===== config.mk =====
export PLATFORM = sky130hd
export DESIGN_NAME = bram_req_adapter_flat
export DESIGN_NICKNAME = d
export VERILOG_FILES = /design/src/rtl/bram_req_adapter_pkg.sv /design/src/rtl/bram_req_adapter_if.sv /design/src/rtl/bram_req_adapter_rsp_fifo.sv /design/src/rtl/bram_req_adapter.sv /design/src/flat_wrapper.sv
export SDC_FILE = /design/constraint.sdc
export NUM_CORES = 1
export LEC_CHECK = 0
export BUFFER_PORTS_ARGS = -buffer_cell sky130_fd_sc_hd__buf_4
export CAP_MARGIN = 20
export CORE_MARGIN = 2
export CORE_UTILIZATION = 55
export CTS_BUF_LIST = sky130_fd_sc_hd__clkbuf_4 sky130_fd_sc_hd__clkbuf_8 sky130_fd_sc_hd__clkbuf_16
export DETAILED_ROUTE_END_ITERATION = 8
export GPL_ROUTABILITY_DRIVEN = 0
export MAX_ROUTING_LAYER = met4
export PLACE_DENSITY_LB_ADDON = 0.05
export SETUP_SLACK_MARGIN = 0.1
export SLEW_MARGIN = 20
export SYNTH_ARGS = -nofsm -noshare
export SYNTH_HDL_FRONTEND = slang
export SYNTH_HIERARCHICAL = 1
export SYNTH_SLANG_ARGS = --single-unit

===== constraint.sdc =====
create_clock -name clk_i -period 6.9 [get_ports clk_i]
set_clock_uncertainty 0.05 [all_clocks]
set_input_delay 0.69 -clock clk_i [delete_from_list [all_inputs] [get_ports clk_i]]
set_output_delay 0.69 -clock clk_i [all_outputs]
set_load 0.02 [all_outputs]

===== src/rtl/bram_req_adapter_pkg.sv =====
// ============================================================================
// Module   : bram_req_adapter_pkg
// Purpose  : Shared types and constants for the BRAM request adapter.
// Revision : 1.0 - initial release
// ============================================================================
`default_nettype none

package bram_req_adapter_pkg;

  localparam int DATA_WIDTH_DEF = 32;
  localparam int BYTE_WIDTH_DEF = 8;
  localparam int RAM_DEPTH_DEF  = 1024;

  localparam int NB = (DATA_WIDTH_DEF + BYTE_WIDTH_DEF - 1) / BYTE_WIDTH_DEF;
  localparam int AW = $clog2(RAM_DEPTH_DEF);

  typedef struct packed {
    logic valid;
    logic we;
  } inflight_t;

  typedef struct packed {
    logic                      we;
    logic [DATA_WIDTH_DEF-1:0] rdata;
  } rsp_t;

  function automatic int nb_of(input int data_width, input int byte_width);
    return (data_width + byte_width - 1) / byte_width;
  endfunction

endpackage

`default_nettype wire


===== src/rtl/bram_req_adapter_if.sv =====
// ============================================================================
// Module   : bram_req_adapter_if
// Purpose  : Request, response and BRAM-side signals of the request adapter.
// Revision : 1.0 - initial release
// ============================================================================
`default_nettype none

interface bram_req_adapter_if
  import bram_req_adapter_pkg::*;
#(
  parameter int DATA_WIDTH = 32,
  parameter int BYTE_WIDTH = 8,
  parameter int RAM_DEPTH  = 1024
);

  localparam int C_NB = nb_of(DATA_WIDTH, BYTE_WIDTH);
  localparam int C_AW = $clog2(RAM_DEPTH);

  logic                  req_valid_i;
  logic                  req_ready_o;
  logic                  req_we_i;
  logic [C_AW-1:0]       req_addr_i;
  logic [DATA_WIDTH-1:0] req_wdata_i;
  logic [C_NB-1:0]       req_be_i;

  logic                  rsp_valid_o;
  logic                  rsp_ready_i;
  logic                  rsp_we_o;
  logic [DATA_WIDTH-1:0] rsp_rdata_o;

  logic                  mem_re_o;
  logic [C_NB-1:0]       mem_we_o;
  logic [C_AW-1:0]       mem_addr_o;
  logic [DATA_WIDTH-1:0] mem_wdata_o;
  logic                  mem_regcea_o;
  logic [DATA_WIDTH-1:0] mem_rdata_i;

  modport slave (
    input  req_valid_i, req_we_i, req_addr_i, req_wdata_i, req_be_i,
    input  rsp_ready_i, mem_rdata_i,
    output req_ready_o, rsp_valid_o, rsp_we_o, rsp_rdata_o,
    output mem_re_o, mem_we_o, mem_addr_o, mem_wdata_o, mem_regcea_o
  );

  modport master (
    output req_valid_i, req_we_i, req_addr_i, req_wdata_i, req_be_i,
    output rsp_ready_i, mem_rdata_i,
    input  req_ready_o, rsp_valid_o, rsp_we_o, rsp_rdata_o,
    input  mem_re_o, mem_we_o, mem_addr_o, mem_wdata_o, mem_regcea_o
  );

endinterface

`default_nettype wire


===== src/rtl/bram_req_adapter_rsp_fifo.sv =====
// ============================================================================
// Module   : bram_rsp_fifo
// Purpose  : Registered synchronous response FIFO with occupancy output.
// Revision : 1.0 - initial release
// ============================================================================
`default_nettype none

module bram_rsp_fifo #(
  parameter int DEPTH = 3,
  parameter int WIDTH = 33
) (
  input  wire logic                       clk_i,
  input  wire logic                       rst_ni,
  input  wire logic                       i_push,
  input  wire logic [WIDTH-1:0]           i_data,
  input  wire logic                       i_pop,
  output logic      [WIDTH-1:0]           o_data,
  output logic      [$clog2(DEPTH+1)-1:0] o_count
);

  localparam int C_PW = (DEPTH > 1) ? $clog2(DEPTH) : 1;
  localparam int C_CW = $clog2(DEPTH + 1);

  logic [WIDTH-1:0] r_mem [DEPTH];
  logic [C_PW-1:0]  r_wr_ptr;
  logic [C_PW-1:0]  r_rd_ptr;
  logic [C_CW-1:0]  r_count;

  function automatic logic [C_PW-1:0] ptr_inc(input logic [C_PW-1:0] ptr);
    return (ptr == C_PW'(DEPTH - 1)) ? '0 : ptr + 1'b1;
  endfunction

  always_ff @(posedge clk_i or negedge rst_ni) begin
    if (!rst_ni) begin
      r_wr_ptr <= '0;
      r_rd_ptr <= '0;
      r_count  <= '0;
    end else begin
      if (i_push) r_wr_ptr <= ptr_inc(r_wr_ptr);
      if (i_pop)  r_rd_ptr <= ptr_inc(r_rd_ptr);
      case ({i_push, i_pop})
        2'b10:   r_count <= r_count + 1'b1;
        2'b01:   r_count <= r_count - 1'b1;
        default: r_count <= r_count;
      endcase
    end
  end

  always_ff @(posedge clk_i) begin
    if (i_push) r_mem[r_wr_ptr] <= i_data;
  end

  // Storage is not reset, so the head is masked to zero while empty.
  assign o_data  = (r_count != '0) ? r_mem[r_rd_ptr] : '0;
  assign o_count = r_count;

endmodule

`default_nettype wire


===== src/rtl/bram_req_adapter.sv =====
// ============================================================================
// Module   : bram_req_adapter
// Purpose  : Valid/ready request stream to fixed-latency BRAM port adapter
//            with credit-based response buffering.
// Options  : BRAM_REQ_ADAPTER_PERF_CNT_EN adds read/write/stall counters.
// Revision : 1.0 - initial release
// ============================================================================
`default_nettype none

module bram_req_adapter
  import bram_req_adapter_pkg::*;
#(
  parameter int DATA_WIDTH   = 32,
  parameter int BYTE_WIDTH   = 8,
  parameter int RAM_DEPTH    = 1024,
  parameter int READ_LATENCY = 2,
  parameter int FIFO_DEPTH   = 3
) (
  input  wire logic         clk_i,
  input  wire logic         rst_ni,
  bram_req_adapter_if.slave bus
`ifdef BRAM_REQ_ADAPTER_PERF_CNT_EN
  ,
  output logic [31:0]       perf_rd_o,
  output logic [31:0]       perf_wr_o,
  output logic [31:0]       perf_stall_o
`endif
);

  localparam int C_AW = $clog2(RAM_DEPTH);
  localparam int C_CW = $clog2(FIFO_DEPTH + 1);
  localparam int C_RW = DATA_WIDTH + 1;

  if (!(READ_LATENCY == 1 || READ_LATENCY == 2)) begin : g_bad_latency
    $error("bram_req_adapter: READ_LATENCY must be 1 or 2");
  end
  if (FIFO_DEPTH < 1) begin : g_bad_depth
    $error("bram_req_adapter: FIFO_DEPTH must be at least 1");
  end

  logic                  w_fire;
  logic                  w_pop;
  logic                  w_push;
  logic                  w_rsp_valid;
  logic [C_RW-1:0]       w_push_data;
  logic [C_RW-1:0]       w_head;
  logic [C_CW-1:0]       w_fifo_count;
  logic [C_CW-1:0]       w_credit_nxt;

  logic [C_CW-1:0]       r_credit;
  logic                  r_ready;
  logic [C_AW-1:0]       r_addr;
  logic [DATA_WIDTH-1:0] r_wdata;
  inflight_t             r_pipe [READ_LATENCY];

  assign w_fire          = bus.req_valid_i & r_ready;
  assign bus.req_ready_o = r_ready;

  // Credits cover every request that may still land in the FIFO, so a push
  // can never overflow it; ready is registered to keep it off any input path.
  always_comb begin
    w_credit_nxt = r_credit;
    case ({w_fire, w_pop})
      2'b10:   w_credit_nxt = r_credit + 1'b1;
      2'b01:   w_credit_nxt = r_credit - 1'b1;
      default: w_credit_nxt = r_credit;
    endcase
  end

  always_ff @(posedge clk_i or negedge rst_ni) begin
    if (!rst_ni) begin
      r_credit <= '0;
      r_ready  <= 1'b0;
      r_addr   <= '0;
      r_wdata  <= '0;
    end else begin
      r_credit <= w_credit_nxt;
      r_ready  <= (w_credit_nxt < C_CW'(FIFO_DEPTH));
      if (w_fire) begin
        r_addr  <= bus.req_addr_i;
        r_wdata <= bus.req_wdata_i;
      end
    end
  end

  assign bus.mem_re_o    = w_fire;
  assign bus.mem_we_o    = (w_fire & bus.req_we_i) ? bus.req_be_i : '0;
  assign bus.mem_addr_o  = w_fire ? bus.req_addr_i  : r_addr;
  assign bus.mem_wdata_o = w_fire ? bus.req_wdata_i : r_wdata;

  always_ff @(posedge clk_i or negedge rst_ni) begin
    if (!rst_ni) begin
      for (int i = 0; i < READ_LATENCY; i++) r_pipe[i] <= '0;
    end else begin
      r_pipe[0] <= '{valid: w_fire, we: w_fire & bus.req_we_i};
      for (int i = 1; i < READ_LATENCY; i++) r_pipe[i] <= r_pipe[i-1];
    end
  end

  if (READ_LATENCY == 2) begin : g_regcea_pipe
    assign bus.mem_regcea_o = r_pipe[0].valid;
  end else begin : g_regcea_tied
    assign bus.mem_regcea_o = 1'b1;
  end

  assign w_push      = r_pipe[READ_LATENCY-1].valid;
  assign w_push_data = r_pipe[READ_LATENCY-1].we ? {1'b1, {DATA_WIDTH{1'b0}}}
                                                 : {1'b0, bus.mem_rdata_i};

  bram_rsp_fifo #(
    .DEPTH (FIFO_DEPTH),
    .WIDTH (C_RW)
  ) u_rsp_fifo (
    .clk_i   (clk_i),
    .rst_ni  (rst_ni),
    .i_push  (w_push),
    .i_data  (w_push_data),
    .i_pop   (w_pop),
    .o_data  (w_head),
    .o_count (w_fifo_count)
  );

  assign w_rsp_valid     = (w_fifo_count != '0);
  assign w_pop           = w_rsp_valid & bus.rsp_ready_i;
  assign bus.rsp_valid_o = w_rsp_valid;
  assign bus.rsp_we_o    = w_head[DATA_WIDTH];
  assign bus.rsp_rdata_o = w_head[DATA_WIDTH-1:0];

`ifdef BRAM_REQ_ADAPTER_PERF_CNT_EN
  logic [31:0] r_rd_cnt;
  logic [31:0] r_wr_cnt;
  logic [31:0] r_stall_cnt;

  always_ff @(posedge clk_i or negedge rst_ni) begin
    if (!rst_ni) begin
      r_rd_cnt    <= '0;
      r_wr_cnt    <= '0;
      r_stall_cnt <= '0;
    end else begin
      if (w_fire && !bus.req_we_i && r_rd_cnt != '1) r_rd_cnt <= r_rd_cnt + 1'b1;
      if (w_fire &&  bus.req_we_i && r_wr_cnt != '1) r_wr_cnt <= r_wr_cnt + 1'b1;
      if (bus.req_valid_i && !r_ready && r_stall_cnt != '1)
        r_stall_cnt <= r_stall_cnt + 1'b1;
    end
  end

  assign perf_rd_o    = r_rd_cnt;
  assign perf_wr_o    = r_wr_cnt;
  assign perf_stall_o = r_stall_cnt;
`endif

endmodule

`default_nettype wire


===== src/flat_wrapper.sv =====
// flat-port wrapper written by rule: the top's interface ports become plain ports
module bram_req_adapter_flat import bram_req_adapter_pkg::*;
#(
  parameter int DATA_WIDTH   = 32,
  parameter int BYTE_WIDTH   = 8,
  parameter int RAM_DEPTH    = 1024,
  parameter int READ_LATENCY = 2,
  parameter int FIFO_DEPTH   = 3
)
  (clk_i, rst_ni, bus_req_valid_i, bus_req_we_i, bus_req_addr_i, bus_req_wdata_i, bus_req_be_i, bus_rsp_ready_i, bus_mem_rdata_i, bus_req_ready_o, bus_rsp_valid_o, bus_rsp_we_o, bus_rsp_rdata_o, bus_mem_re_o, bus_mem_we_o, bus_mem_addr_o, bus_mem_wdata_o, bus_mem_regcea_o);
  bram_req_adapter_if #(.DATA_WIDTH(DATA_WIDTH), .BYTE_WIDTH(BYTE_WIDTH), .RAM_DEPTH(RAM_DEPTH)) bus_i ();
  input  wire logic clk_i;
  input  wire logic rst_ni;
  input wire logic [$bits(bus_i.req_valid_i)-1:0] bus_req_valid_i;
  input wire logic [$bits(bus_i.req_we_i)-1:0] bus_req_we_i;
  input wire logic [$bits(bus_i.req_addr_i)-1:0] bus_req_addr_i;
  input wire logic [$bits(bus_i.req_wdata_i)-1:0] bus_req_wdata_i;
  input wire logic [$bits(bus_i.req_be_i)-1:0] bus_req_be_i;
  input wire logic [$bits(bus_i.rsp_ready_i)-1:0] bus_rsp_ready_i;
  input wire logic [$bits(bus_i.mem_rdata_i)-1:0] bus_mem_rdata_i;
  output wire logic [$bits(bus_i.req_ready_o)-1:0] bus_req_ready_o;
  output wire logic [$bits(bus_i.rsp_valid_o)-1:0] bus_rsp_valid_o;
  output wire logic [$bits(bus_i.rsp_we_o)-1:0] bus_rsp_we_o;
  output wire logic [$bits(bus_i.rsp_rdata_o)-1:0] bus_rsp_rdata_o;
  output wire logic [$bits(bus_i.mem_re_o)-1:0] bus_mem_re_o;
  output wire logic [$bits(bus_i.mem_we_o)-1:0] bus_mem_we_o;
  output wire logic [$bits(bus_i.mem_addr_o)-1:0] bus_mem_addr_o;
  output wire logic [$bits(bus_i.mem_wdata_o)-1:0] bus_mem_wdata_o;
  output wire logic [$bits(bus_i.mem_regcea_o)-1:0] bus_mem_regcea_o;
  assign bus_i.req_valid_i = bus_req_valid_i;
  assign bus_i.req_we_i = bus_req_we_i;
  assign bus_i.req_addr_i = bus_req_addr_i;
  assign bus_i.req_wdata_i = bus_req_wdata_i;
  assign bus_i.req_be_i = bus_req_be_i;
  assign bus_i.rsp_ready_i = bus_rsp_ready_i;
  assign bus_i.mem_rdata_i = bus_mem_rdata_i;
  assign bus_req_ready_o = bus_i.req_ready_o;
  assign bus_rsp_valid_o = bus_i.rsp_valid_o;
  assign bus_rsp_we_o = bus_i.rsp_we_o;
  assign bus_rsp_rdata_o = bus_i.rsp_rdata_o;
  assign bus_mem_re_o = bus_i.mem_re_o;
  assign bus_mem_we_o = bus_i.mem_we_o;
  assign bus_mem_addr_o = bus_i.mem_addr_o;
  assign bus_mem_wdata_o = bus_i.mem_wdata_o;
  assign bus_mem_regcea_o = bus_i.mem_regcea_o;
  bram_req_adapter #(.DATA_WIDTH(DATA_WIDTH), .BYTE_WIDTH(BYTE_WIDTH), .RAM_DEPTH(RAM_DEPTH), .READ_LATENCY(READ_LATENCY), .FIFO_DEPTH(FIFO_DEPTH)) u_core (.clk_i(clk_i), .rst_ni(rst_ni), .bus(bus_i));
endmodule

; ---- Word level (Yosys, flattened, before mapping)
; Memories as Yosys holds them, arrays and structs flattened.
; Cells that the tools add are included.
[word_totals]
input_bits = 83
mem_bits_ro = 0
register_bits = 55
word_cells = 41
latch_bits = 0
n_memories = 1
output_inout_bits = 83
mem_bits_rw = 99
[classes]
add_sub_neg = 6
n_eq_ne = 6
n_mux = 11
n_shift = 0
reduce_logical = 2
magnitude_cmp = 1
bitwise = 3
n_div = 0
mul = 0
[mem_list]
columns = memory, depth, width, rd, rd_ports_with_merged_regs, wr, line
row1 = u_core.u_rsp_fifo.r_mem, 3, 33, 1, 0, 1, bram_req_adapter_rsp_fifo.sv:24  ; logic [WIDTH-1:0] r_mem [DEPTH];
[op_table]
columns = op, count
row1 = $mux W33, 2
row2 = $mux W32, 1
row3 = $mux W10, 1
row4 = $add A2 B1 Y2 const B, 4
row5 = $eq A2 B2 Y1 const B, 4
row6 = $pmux W2 S2, 2
row7 = $eq A2 B1 Y1 const B, 2
row8 = $mux W2, 2
row9 = $mux W4, 1
row10 = $reduce_bool A2 Y1, 2
row11 = $sub A2 B1 Y2 const B, 2
row12 = $and A1 B1 Y1, 3
row13 = $lt A2 B2 Y1 const B, 1
row14 = $mux W1, 2

; ---- Depth between registers and ports, before layout
; Gate-level depths: netlist of run 1.
[logic_depth]
depth_word = 5
depth_mapped = 8
ltp_nobuf = 6

; ---- By module
; Netlist of run 1, hierarchy kept.
[by_module_without_submodules]
columns = mod, cells_per_inst, instances, seq_area_each_um2, area_per_inst_um2
row1 = bram_rsp_fifo, 233, 1, 3123.0, 4285.4
row2 = bram_req_adapter, 236, 1, 1226.2, 2120.8

; ---- Worst setup path after synthesis of run 1
; Ideal clock, no wire load.
[synth_timing]
path_type = reg2reg
startpoint = register u_core.r_pipe (netlist bit u_core/w_push)
endpoint = memory u_core.u_rsp_fifo.r_mem[1][0] (enable)
period_less_slack_ps = 3461
arrival_ps = 2937
path_stages_with_launch = 3
slack_ps = 3439
setup_ps = 474
path_buffers = 0
required_ps = 6376
path_cell_list = dfrtp_1 > inv_1 > nor3b_1
[synth_via]
elab_chain_len = 2
[synth_rtl]
columns = item, line
row1 = start: declaration, bram_req_adapter.sv:54  ; inflight_t r_pipe [READ_LATENCY];
row2 = $mux W1, bram_req_adapter_rsp_fifo.sv:50  ; if (i_push) r_mem[r_wr_ptr] <= i_data;
row3 = $mux W1 (not written as such), bram_req_adapter_rsp_fifo.sv:50
row4 = end: declaration, bram_req_adapter_rsp_fifo.sv:24
; No other way between the ends.

; ---- Worst setup path after layout of run 1
[layout_timing]
startpoint = register u_core.u_rsp_fifo.r_rd_ptr[0]
endpoint = output port bus_rsp_rdata_o[1]
[layout_via]
elab_chain_len = 2
[layout_rtl]
columns = item, line
row1 = start: declaration, bram_req_adapter_rsp_fifo.sv:26  ; logic [C_PW-1:0] r_rd_ptr;
row2 = start signal: assignment, bram_req_adapter_rsp_fifo.sv:40  ; if (i_pop) r_rd_ptr <= ptr_inc(r_rd_ptr);
row3 = $mem_v2 Z3 W33, n/a
row4 = $mux W33, bram_req_adapter_rsp_fifo.sv:54  ; assign o_data = (r_count != '0) ? r_mem[r_rd_ptr] : '0;
row5 = end: declaration, flat_wrapper.sv:24  ; output wire logic [$bits(bus_i.rsp_rdata_o)-1:0] bus_rsp_rdata_o;
; No other way between the ends.

==> flow_metrics.env, run 1 <==
export IMPL_numPortBuffers=165
export IMPL_dr_pass1_iters=5
export IMPL_crit_fanout=34
export IMPL_endpoint_kind="output port"
export IMPL_fin_nets=719
export IMPL_cp_top_family="flip-flops"
export IMPL_hpwl_mm=7.791
export IMPL_post_cts_buffers=0
export IMPL_seq_area_frac_synth_pct=67.89
export IMPL_areaGrowthSynthToFinish_pct=29.14
export IMPL_diodes=0
export IMPL_rsz0062_at_grt="false"
export IMPL_cp_arrival_ns=2.34
export IMPL_ir_worst_vdd_uv=253.0
export IMPL_internal_power_mw=2.423
export IMPL_hp_class="in -> async"
export IMPL_yosysTopAreaCellShare_pct=46.41
export IMPL_worst_slew_pin_slew_ns=1.082
export IMPL_layout_commonest_cell="buf_4"
export IMPL_cts_buffer_depth=2
export IMPL_p_sw_share_pct=34.20
export IMPL_initialDrtViolationCount=166
export IMPL_drc_errors=0
export IMPL_fp_dieW_um=111.9
export IMPL_antenna_found_initial=0
export IMPL_cap_viol_max_count=0
export IMPL_ys_warn_count=6
export IMPL_syn_area_um2=6406
export IMPL_p_leak_nw=3.724
export IMPL_cts_root_buf="clkbuf_16"
export IMPL_initial_utilization_pct=56.34
export IMPL_h_tree_depth=4
export IMPL_via_per_inst=5.075
export IMPL_utilization_pct=72.76
export IMPL_seqPwrFrac_pct=38.0
export IMPL_ys_ff_latch=154
export IMPL_grt_pass1_vias=4157
export IMPL_dp_slack_ns=4.230
export IMPL_cts_resized=0
export IMPL_fin_crit_sh_pct=44.57
export IMPL_crit_buf_inv=1
export IMPL_clk_latency_ns=0.41
export IMPL_synth_area_top_cells="edfxtp_1, dfrtp_1, nand2_1"
export IMPL_placed_area_um2=7675
export IMPL_cpPeakStageDelay_ns=1.08
export IMPL_grtUsageTotal_pct=21.87
export IMPL_max_freq_mhz=325.1
export IMPL_tritoncts="yes"
export IMPL_cts_sinks=154
export IMPL_die_area_um2=12530
export IMPL_grt_pass1_wl_mm=20.31
export IMPL_drtAntennaViolNets=0
export IMPL_grt_overflow=0
export IMPL_row_count=39
export IMPL_setup_ws_ns=3.824
export IMPL_path_clk_slew_ns=0.06
export IMPL_synth_cell_types=29
export IMPL_design_area_um2=8273
export IMPL_drv_slew=0
export IMPL_num_vias=4009
export IMPL_setup_viol=0
export IMPL_numCtsBuffers=17
export IMPL_worstPathCellList="mux2_2, mux2i_1, nor2_1, buf_4"
export IMPL_p_switching_mw=1.260
export IMPL_die_height_um=111.9
export IMPL_cp_start_kind="flip-flop"
export IMPL_postCtsHoldBufs=0
export IMPL_path_class="reg -> out"
export IMPL_power_mw=3.683
export IMPL_fp_coreArea_um2=11370
export IMPL_slew_headroom_pct=27.89
export IMPL_detail_route_wl_per_cell_um=16.02
export IMPL_synthCells=469
export IMPL_layout_common_cells="buf_4, nand2_1, edfxtp_1, dfrtp_1, nor2_1"
export IMPL_layout_drive_gt1_share_pct=37.25
export IMPL_combinationalPowerShare_pct=36.6
export IMPL_status="completed"
export IMPL_powerDensity_nw_per_um2=445.2
export IMPL_finalHoldViolations=0
export IMPL_grt_max_degree=56
export IMPL_wirelength_mm=12.65
export IMPL_power_frac_clock_pct=25.4
export IMPL_final_setup_tns_ns=0
export IMPL_crit_path_top_delay_cell="dfrtp_2"
export IMPL_fin_crit_ns=3.076
export IMPL_avgSynthCellArea_um2=13.66
export IMPL_synth_top_area_cell="edfxtp_1"
export IMPL_worstPathRequired_ns=6.16
export IMPL_syn_num_nets=554
export IMPL_ios=166
export IMPL_fillCellCount=802
==> synthesized netlist by cell type, drive strengths merged <==
library cell / n
a21o: 2
a31oi: 1
and2: 6
and2b: 6
and3: 1
buf: 18
clkbuf: 5
dfrtp: 55
edfxtp: 99
ha: 2
inv: 3
mux2: 33
mux2i: 34
nand2: 127
nand2b: 2
nor2: 37
nor2b: 26
nor3: 2
nor3b: 1
o21ai: 1
or2: 1
xnor2: 5
xor2: 2
==> registers in the layout, indices dropped and copies added (netlist names) <==
signal,flops
u_core/u_rsp_fifo/r_mem,99
u_core/r_wdata,32
u_core/r_addr,10
u_core/r_credit,2
u_core/r_pipe,2
u_core/u_rsp_fifo/o_count,2
u_core/u_rsp_fifo/r_rd_ptr,2
u_core/u_rsp_fifo/r_wr_ptr,2
u_core/bus.mem_regcea_o,1
u_core/bus.req_ready_o,1
u_core/w_push,1
==> power groups by stage <==
| stage | logic, mW | registers, mW | clock network (mW) |
|---|---|---|---|
| 2_1_floorplan | 0.986 | 1.31 | 0 |
| 3_3_place_gp | 1.34 | 1.41 | 0 |
| 3_5_place_dp | 1.36 | 1.42 | 0 |
| 4_1_cts | 1.37 | 1.41 | 0.951 |
| 5_1_grt | 1.46 | 1.43 | 0.994 |
| 6_report | 1.35 | 1.40 | 0.934 |
==> cell type report <==
class	instances	area, µm²	share of cell area, %
timing repair buffer	169	1269	15.34
inverter	3	16.27	0.1966
sequential	154	4352	52.60
clock buffer	17	425.4	5.142
multi-input combinational	289	1859	22.47
tap	143	178.9	2.163
clock inverter	15	172.7	2.087
==> logic make-up (layout without fill, tap and decap cells) <==
| kind of cell | Yosys count | count (layout) | share of synthesized area, % |
|---|---|---|---|
| simple gates | 209 | 209 | 14.14 |
| compound gates | 4 | 4 | 0.4101 |
| fa+ha+maj | 2 | 2 | 0.3906 |
| xor+xnor | 7 | 7 | 0.9570 |
| buf+inv | 26 | 204 | 3.398 |
| flops | 154 | 154 | 67.89 |
| mux | 67 | 67 | 12.81 |
==> worst reg2reg max path, delay by kind of cell, from the launching register on <==
family,cells,cell delay (ns)
and+or+nand+nor,2,0.69
adders and majority gates,1,0.40
DFF,1,0.39
buffers and inverters,1,0.23
AOI/OAI and AO/OA,1,0.06
==> per-stage QoR <==
step	cells	hold WS [ns]
after floorplan	469	0.2812
after global placement	758	0.2947
after detailed placement	758	0.2896
after CTS	790	0.2810
after global routing	790	0.3120
final	790	0.2746
==> path summary, 6_finish.rpt <==
| path | from | end | slack (ns) | depth (start not counted) |
|---|---|---|---|---|
| worst min register to register | u_core/r_pipe[2] | u_core/r_pipe[0] | 0.30 | 0 |
| worst max register to register | u_core/bus.req_ready_o | u_core/bus.req_ready_o | 4.97 | 5 |
| max in group asynchronous | rst_ni | u_core/u_rsp_fifo/r_rd_ptr[0] | 6.01 | 1 |
| worst max-delay path | u_core/u_rsp_fifo/r_rd_ptr[0] | bus_rsp_rdata_o[1] | 3.82 | 4 |
| worst min-delay path | rst_ni | u_core/r_wdata[15] | 0.27 | 1 |
| min in group clk_i | u_core/r_pipe[2] | u_core/r_pipe[0] | 0.30 | 0 |
==> routing by layer <==
| layer | up-vias | GRT usage (%) | share of wire (%) |
|---|---|---|---|
| li1 | 1925 | - | - |
| met1 | 1940 | 26.95 | 42 |
| met2 | 130 | 35.23 | 50 |
| met3 | 14 | 6.042 | 6.4 |
| met4 | 0 | 7.490 | 1.2 |
| met5 | - | - | 0 |
(Power assumes the default switching activity.)
==> run 2, diff against run 1 <==
--- a/config.mk
+++ b/config.mk
@@ -8,7 +8,7 @@
 export BUFFER_PORTS_ARGS = -buffer_cell sky130_fd_sc_hd__buf_4
 export CAP_MARGIN = 20
 export CORE_MARGIN = 2
-export CORE_UTILIZATION = 55
+export CORE_UTILIZATION = 48
 export CTS_BUF_LIST = sky130_fd_sc_hd__clkbuf_4 sky130_fd_sc_hd__clkbuf_8 sky130_fd_sc_hd__clkbuf_16
 export DETAILED_ROUTE_END_ITERATION = 8
 export GPL_ROUTABILITY_DRIVEN = 0
==> constraint.sdc (replaced) <==
create_clock -name clk_i -period 2.7 [get_ports clk_i]
set_clock_uncertainty 0.05 [all_clocks]
set_input_delay 0.27 -clock clk_i [delete_from_list [all_inputs] [get_ports clk_i]]
set_output_delay 0.27 -clock clk_i [all_outputs]
set_load 0.02 [all_outputs]
==> run 2 against run 1 <==
  * Combinational power rose to 2.7 times the previous value
  * First-iteration DRC count rose by 44%
  * Final area rose by 1.0%
  * Sequential power rose by 140%
  * Cell count rose by 4.8%
  * Register-to-register slack got worse by 4.2 ns
  * Global-route usage fell by 3.2 points
  * Clock power rose by 150%
  * Critical endpoint is now bus_rsp_rdata_o[0]
  * Largest power group is now combinational logic
==> flow_metrics.env, run 2 (same netlist as run 1, synthesis figures left out) <==
export IMPL_diodes=0
export IMPL_regMostFlops="u_core/u_rsp_fifo/r_mem"
export IMPL_dp_slack_ns=0.7654
export IMPL_h_tree_depth=4
export IMPL_tritoncts="yes"
export IMPL_power_frac_clock_pct=24.5
export IMPL_grt_pass1_vias=4042
export IMPL_cap_viol_max_count=0
export IMPL_cts_root_buf="clkbuf_16"
export IMPL_p_leak_nw=3.759
export IMPL_p_sw_share_pct=33.50
export IMPL_row_count=42
export IMPL_cts_resized=0
export IMPL_reg2reg_depth=5
export IMPL_grt_overflow=0
export IMPL_path_clk_slew_ns=0.06
export IMPL_clk_latency_ns=0.41
export IMPL_postCtsHoldBufs=1
export IMPL_antenna_found_initial=0
export IMPL_cpPeakStageDelay_ns=0.65
export IMPL_drtAntennaViolNets=0
export IMPL_hpwl_mm=7.987
export IMPL_r2r_start="u_core/bus.req_ready_o"
export IMPL_path_class="reg -> out"
export IMPL_die_area_um2=14290
export IMPL_cts_buffer_depth=2
export IMPL_endpoint_kind="output port"
export IMPL_crit_buf_inv=2
export IMPL_rsz0062_at_grt="false"
export IMPL_crit_fanout=15
export IMPL_setup_ws_ns=0.3635
export IMPL_wirelength_mm=12.55
export IMPL_cp_start_kind="flip-flop"
export IMPL_grtUsageTotal_pct=18.70
export IMPL_combinationalPowerShare_pct=39.0
export IMPL_powerDensity_nw_per_um2=1121
export IMPL_grt_pass1_wl_mm=19.84
export IMPL_setup_viol=0
export IMPL_grt_max_degree=56
export IMPL_crit_path_top_delay_cell="dfrtp_2"
export IMPL_fin_crit_sh_pct=86.54
export IMPL_final_setup_tns_ns=0
export IMPL_cts_sinks=154
export IMPL_areaGrowthSynthToFinish_pct=30.49
export IMPL_cp_arrival_ns=2.02
export IMPL_fin_nets=724
export IMPL_timing_rr_end="u_core/bus.req_ready_o"
export IMPL_numPortBuffers=165
export IMPL_largestRegisters="u_core/u_rsp_fifo/r_mem: 99 flops, u_core/r_wdata: 32 flops, u_core/r_addr: 10 flops"
export IMPL_worstPathCellList="buf_12, mux2_2, mux2i_1, nor2_1, buf_4"
export IMPL_drv_slew=0
export IMPL_internal_power_mw=6.233
export IMPL_seqPwrFrac_pct=36.5
export IMPL_largest_reg_flops=99
export IMPL_num_vias=3985
export IMPL_initial_utilization_pct=48.76
export IMPL_cp_startpoint="u_core/u_rsp_fifo/r_rd_ptr[0]"
export IMPL_worstPathRequired_ns=2.38
export IMPL_cp_top_family="flip-flops"
export IMPL_holdPathStages=3
export IMPL_max_freq_mhz=428.0
export IMPL_hold_path_endpoint="u_core/r_wdata[28]"
export IMPL_fp_coreArea_um2=13140
export IMPL_numCtsBuffers=17
export IMPL_initialDrtViolationCount=239
export IMPL_p_switching_mw=3.140
export IMPL_status="completed"
export IMPL_worst_slew_pin_slew_ns=0.6919
export IMPL_slew_headroom_pct=53.87
export IMPL_fp_dieW_um=119.5
export IMPL_die_height_um=119.5
export IMPL_drc_errors=0
export IMPL_layout_common_cells="buf_4, nand2_1, edfxtp_1, dfrtp_1, nor2_1"
export IMPL_regToRegSetupSlack_ns=0.75
export IMPL_fin_crit_ns=2.336
export IMPL_finalHoldViolations=0
export IMPL_hp_class="in -> reg"
export IMPL_dr_pass1_iters=4
export IMPL_via_per_inst=4.813
export IMPL_min_from="bus_req_wdata_i[28]"
export IMPL_layout_drive_gt1_share_pct=37.27
export IMPL_post_cts_buffers=0
export IMPL_detail_route_wl_per_cell_um=15.15
export IMPL_ios=166
export IMPL_layout_commonest_cell="buf_4"
export IMPL_ir_worst_vdd_uv=559.2
## run 2: power by group through the flow
stage               combinational, mW  clock [mW]  sequential, mW
global route                     3.94        2.46            3.48
detailed placement               3.70           0            3.47
floorplan                        2.52           0            3.34
CTS                              3.71        2.35            3.43
global placement                 3.65           0            3.45
finish                           3.65        2.30            3.42
## run 2: metal layers
layer  wire, µm  share of wire, %  vias up  GRT usage (%)
li1           -                 -     1931              -
met1       5455                43     1912          23.49
met2       6176                49      128          29.57
met3        730               5.8       14          4.753
met4        182               1.5        0          7.059
met5          0                 0        -              -
## run 2: worst min-delay path, delay by kind of cell
family	cells	cell delay, ns
simple gates	2	0.10
buf+inv	1	0.08
## run 2: area by class of cell
cell class,instances,area [µm²]
multi-input combinational,289,1872
clock buffer,20,447.9
clock inverter,12,130.1
sequential,154,4352
timing repair buffer,174,1321
tap,176,220.2
fill,1051,4778
inverter,3,16.27
## run 2: how the worst max path moves through the flow
stage | end | cells past startpoint
after detailed placement | u_core/bus.req_ready_o | 5
after floorplan | u_core/u_rsp_fifo/r_mem[2][0] | 2
after global placement | u_core/bus.req_ready_o | 5
final | bus_rsp_rdata_o[0] | 5
after global routing | bus_rsp_rdata_o[20] | 5
after CTS | bus_rsp_rdata_o[0] | 5
## run 2: per-stage QoR
stage                     area [µm²]  cells  utilization, %  hold slack, ns  power [mW]
after floorplan                 6416    469               -        -0.07559       5.867
after global placement          7771    795           59.15          0.2963       7.105
after detailed placement        7771    795           59.15          0.3016       7.169
after CTS                       8359    828           63.63        0.005647       9.497
after global routing            8359    828           63.63         0.01953       9.885
final                           8359    828           63.63         0.02519       9.373
